## config.mk

```make
export PLATFORM = sky130hd
export DESIGN_NAME = shift_reg_universal
export DESIGN_NICKNAME = d
export VERILOG_FILES = /design/src/rtl/shift_reg_universal.sv
export SDC_FILE = /design/constraint.sdc
export NUM_CORES = 1
export LEC_CHECK = 0
export ABC_AREA = 0
export CAP_MARGIN = 5
export CELL_PAD_IN_SITES_DETAIL_PLACEMENT = 1
export CELL_PAD_IN_SITES_GLOBAL_PLACEMENT = 2
export CORE_ASPECT_RATIO = 1.5
export CORE_UTILIZATION = 24
export DETAILED_ROUTE_END_ITERATION = 6
export GPL_TIMING_DRIVEN = 0
export PLACE_DENSITY = 0.78
export RECOVER_POWER = 25
export SKIP_LAST_GASP = 1
export SLEW_MARGIN = 20
export SYNTH_ARGS = -nofsm -noshare
export SYNTH_HDL_FRONTEND = slang
export SYNTH_SLANG_ARGS = --single-unit
```

## constraint.sdc

```tcl
create_clock -name clk -period 1.45 [get_ports clk]
set_input_delay 0.29 -clock clk [delete_from_list [all_inputs] [get_ports clk]]
set_output_delay 0.29 -clock clk [all_outputs]
set_load 0.01 [all_outputs]
```

## src/rtl/shift_reg_universal.sv

```systemverilog
// shift_reg_universal: WIDTH-generic shift/rotate register with parallel load,
// serial in/out and a counted multi-shift (start/busy/done) operation.
module shift_reg_universal #(
  parameter int WIDTH = 6,
  parameter int AMT_W = 4,
  parameter logic [WIDTH-1:0] RESET_VAL = '0
) (
  input  logic             clk,
  input  logic             rst,
  input  logic             en,
  input  logic             ld,
  input  logic [WIDTH-1:0] load,
  input  logic [1:0]       mode,
  input  logic             sin,
  input  logic             start,
  input  logic [AMT_W-1:0] amount,
  output logic [WIDTH-1:0] shr,
  output logic             sout,
  output logic             busy,
  output logic             done
);
  typedef enum logic {IDLE, RUN} state_t;
  state_t state_q, state_d;
  logic [WIDTH-1:0] shr_q, shr_d, step;
  logic [AMT_W-1:0] cnt_q, cnt_d;
  logic [1:0] mode_q, mode_d, act_mode;
  logic done_q, done_d;
  // A counted run uses the mode latched at start; IDLE shifts follow the live input.
  assign act_mode = state_q == RUN ? mode_q : mode;
  always_comb begin
    step = act_mode == 2'b00 ? {shr_q[WIDTH-2:0], sin} :
           act_mode == 2'b01 ? {sin, shr_q[WIDTH-1:1]} :
           act_mode == 2'b10 ? {shr_q[WIDTH-2:0], shr_q[WIDTH-1]} :
                               {shr_q[0], shr_q[WIDTH-1:1]};
  end
  always_comb begin
    state_d = state_q;
    shr_d = shr_q;
    cnt_d = cnt_q;
    mode_d = mode_q;
    done_d = 1'b0;
    if (state_q == IDLE) begin
      if (ld) shr_d = load;
      else if (start) begin
        mode_d = mode;
        if (amount == '0) done_d = 1'b1;
        else begin
          cnt_d = amount;
          state_d = RUN;
        end
      end else if (en) shr_d = step;
    end else if (en) begin
      shr_d = step;
      cnt_d = cnt_q - 1'b1;
      if (cnt_q == AMT_W'(1)) begin
        done_d = 1'b1;
        state_d = IDLE;
      end
    end
  end
  always_ff @(posedge clk or posedge rst) begin
    if (rst) begin
      state_q <= IDLE;
      shr_q <= RESET_VAL;
      cnt_q <= '0;
      mode_q <= 2'b00;
      done_q <= 1'b0;
    end else begin
      state_q <= state_d;
      shr_q <= shr_d;
      cnt_q <= cnt_d;
      mode_q <= mode_d;
      done_q <= done_d;
    end
  end
  assign shr = shr_q;
  assign busy = state_q == RUN;
  assign done = done_q;
  assign sout = act_mode[0] ? shr_q[0] : shr_q[WIDTH-1];
endmodule

```

==> impl_metrics.json <==
{
  "crit_slowest_cell": "dfrtp_2",
  "yosys.area_share.simple_pct": 19.1,
  "r2r_start": "busy$_DFF_PP0_",
  "slew_viol_final": 0,
  "die_x_um": 53.7,
  "max_slew_margin_pct": 61.2,
  "drc_errors": 0,
  "grt_remaining_overflow": 0,
  "critical_path.reg2reg.endpoint": "shr[2]$_DFFE_PP0P_",
  "post-route-period-util_pct": 115,
  "cts_tree": "done",
  "p_leak_nw": 0.688,
  "ant_nets": 0,
  "final_common_cell": "buf_4",
  "finalPower_mw": 3.05,
  "drive_above_1_share_pct": 33.8,
  "nets": 175,
  "synth_compound_area_share_pct": 30.0,
  "finalCriticalPeriod_ns": 1.67,
  "irDropWorstVdd_mv": 0.861,
  "clockBufferDepth": 2,
  "ys_seq_area_share_pct": 36.4,
  "io_buffers": 25,
  "grt_usage_pct": 18.7,
  "initial_core_util_pct": 25.7,
  "drv_cap": 0,
  "synth_area_um2": 962,
  "critPathMaxStageDelay_ns": 0.40,
  "areaGrowthSynthToFinish_pct": 61.5,
  "gp_congestion": 0.773,
  "grt_pass1_wl_um": 5800,
  "synth_area_leaders": "dfrtp_1 (36%), nand2_1 (5.1%), a21oi_1 (4.2%), mux2i_1 (4.2%), o22ai_1 (3.9%)",
  "hold_violations": 0,
  "worstPathCellList": "mux2i_4, mux2_4, buf_6",
  "initialDrtViolationCount": 30,
  "ys_seq_elements": 14,
  "num_antenna_cells": 0,
  "fin_skew_ns": 0.00377,
  "clkSinkCount": 14,
  "worst-setup-path-type": "reg2out",
  "cts_made_buffers": 3,
  "crit_end": "sout",
  "regToRegSetupSlack_ns": -0.09,
  "startpoint_type": "flip-flop",
  "synth_cells": 110,
  "arrival_ns": 1.38,
  "via_count": 1042,
  "die_area_um2": 4270,
  "final_util_pct": 41.4,
  "synth_largest_area_cell": "dfrtp_1",
  "antenna_found_initial": 0,
  "critPathTopFamily": "multiplexers",
  "place_hpwl_um": 2450,
  "ys_types": 40,
  "grt_pass1_vias": 1197,
  "fill_cells": 453,
  "cp_max_fo": 2,
  "via_per_inst": 5.29,
  "yosys.area_share.adder_pct": 2.60,
  "synth.top_cell.area_share_pct": 36.4,
  "synth-xor-area-share_pct": 0,
  "r2r_cells": 6,
  "tns_ns": -0.559,
  "tightest_slew_ns": 0.581,
  "max_freq_mhz": 597,
  "finalWorstSetupSlack_ns": -0.225,
  "rows": 27,
  "cp-end-kind": "output port",
  "mostFrequentLayoutCells": "buf_4 (13), nand2_1 (10), dfrtp_1 (10), clkdlybuf4s50_1 (10), dlygate4sd2_1 (8)",
  "core_um2": 3750,
  "drt_pass1_iterations": 5,
  "hold_path_class": "in2reg",
  "worstSetupStartpoint": "busy$_DFF_PP0_",
  "outcome": "finished with violations",
  "stdcell_area_um2": 1550,
  "grt_max_degree": 15,
  "cp.depth": 3,
  "wl_per_cell_um": 18.2,
  "synth_nets": 130,
  "clk_pin_slew_ns": 0.06,
  "fin_hold_ws_ns": 0.452,
  "worstPathRequired_ns": 1.16,
  "synthMuxAreaShare_pct": 6.76,
  "setup_violations": 9,
  "dpl-instance-area_um2": 1280,
  "die_h_um": 79.5,
  "ys_warn_count": 0,
  "htree_levels": 1,
  "synth_top_family_by_area": "compound AO/OA/AOI/OAI gates",
  "crit_buf_inv": 1,
  "powerDensity_nw_per_um2": 1960,
  "violations": "setup timing",
  "finalWirelength_um": 3590,
  "io_pins": 27,
  "cts_root_buffer": "clkbuf_8",
  "grt_setup_unrepaired": "true",
  "synth.avg_cell_area_um2": 8.75,
  "clock_latency_ns": 0.25
}
metal layers:
layer | share of wire (%) | track usage, % | vias to the layer above | routed length [µm]
li1 | - | - | 506 | -
met1 | 38 | 18.7 | 508 | 1350
met2 | 57 | 36.3 | 18 | 2060
met3 | 2.1 | 2.10 | 10 | 77
met4 | 2.8 | 7.63 | 0 | 99
met5 | 0 | 0 | - | 0
stage by stage:
stage	setup slack (ns)	cells
after CTS	-0.207	195
final	-0.225	197
after global routing	-0.238	197
after detailed placement	-0.899	178
after floorplan	-0.00608	110
after global placement	-0.894	178
cell type report:
cell class | count | area [µm²] | area share, %
clock buffer | 4 | 55.1 | 3.54
inverter | 8 | 30.0 | 1.93
timing repair buffer | 40 | 375 | 24.2
sequential | 14 | 355 | 22.9
buffer | 4 | 28.8 | 1.85
multi-input combinational | 84 | 656 | 42.2
tap | 43 | 53.8 | 3.46
synth_stat cells (all sizes together):
cell type	n
a211o	1
a21boi	1
a21o	1
a21oi	8
a221oi	5
a2bb2oi	1
a32oi	1
a41oi	1
and2	1
and3	1
buf	3
clkbuf	1
dfrtp	14
ha	2
inv	8
mux2	1
mux2i	5
nand2	13
nand2b	1
nand3	3
nor2	4
nor2b	1
nor3	6
nor3b	2
nor4bb	1
o211a	1
o211ai	1
o21a	1
o21ai	8
o21bai	1
o221a	2
o22ai	6
o31ai	1
o32ai	1
or3b	1
or4	1
state kept, by name, indices dropped and copies added (netlist names):
signal  cells
busy        1
cnt_q       4
done        1
mode_q      2
shr         6
power by group:
| part | switching [mW] | internal [mW] | leakage, nW |
|---|---|---|---|
| clock network | 0.157 | 0.241 | 0.0288 |
| registers | 0.199 | 0.586 | 0.160 |
| logic | 0.895 | 0.969 | 0.499 |
cell families (layout without fill, tap and decap cells):
logic type / Yosys count / after routing
buffers and inverters: 12 / 56
adders and majority gates: 2 / 2
and+or+nand+nor: 35 / 35
muxes: 6 / 6
AOI/OAI and AO/OA: 41 / 41
DFF: 14 / 14
worst register-to-register path, delay by kind of cell, from the launching register on:
kind                   cells  cell delay, ns
AO/OA/AOI/OAI              3            0.53
buffers and inverters      3            0.49
flip-flops                 1            0.44
how the worst min path moves through the flow:
stage               cells after the start               endpoint                   from  slack, ns
floorplan                               1   cnt_q[0]$_DFFE_PP0P_                    rst       0.18
global placement                        2  mode_q[1]$_DFFE_PP0P_  mode_q[1]$_DFFE_PP0P_       0.54
detailed placement                      2  mode_q[1]$_DFFE_PP0P_  mode_q[1]$_DFFE_PP0P_       0.56
CTS                                     2         done$_DFF_PP0_                    rst       0.42
global route                            2   cnt_q[3]$_DFFE_PP0P_              amount[3]       0.46
finish                                  2   cnt_q[3]$_DFFE_PP0P_              amount[3]       0.45
timing repair:
item | 4_1_cts | 5_1_grt
pin swaps | 6 | 2
setup endpoints to repair | 18 | 16
hold buffers | 0 | 0
buffers inserted | 13 | 2
gates resized for setup | 39 | 12
Power figures use the tool's default switching activity.
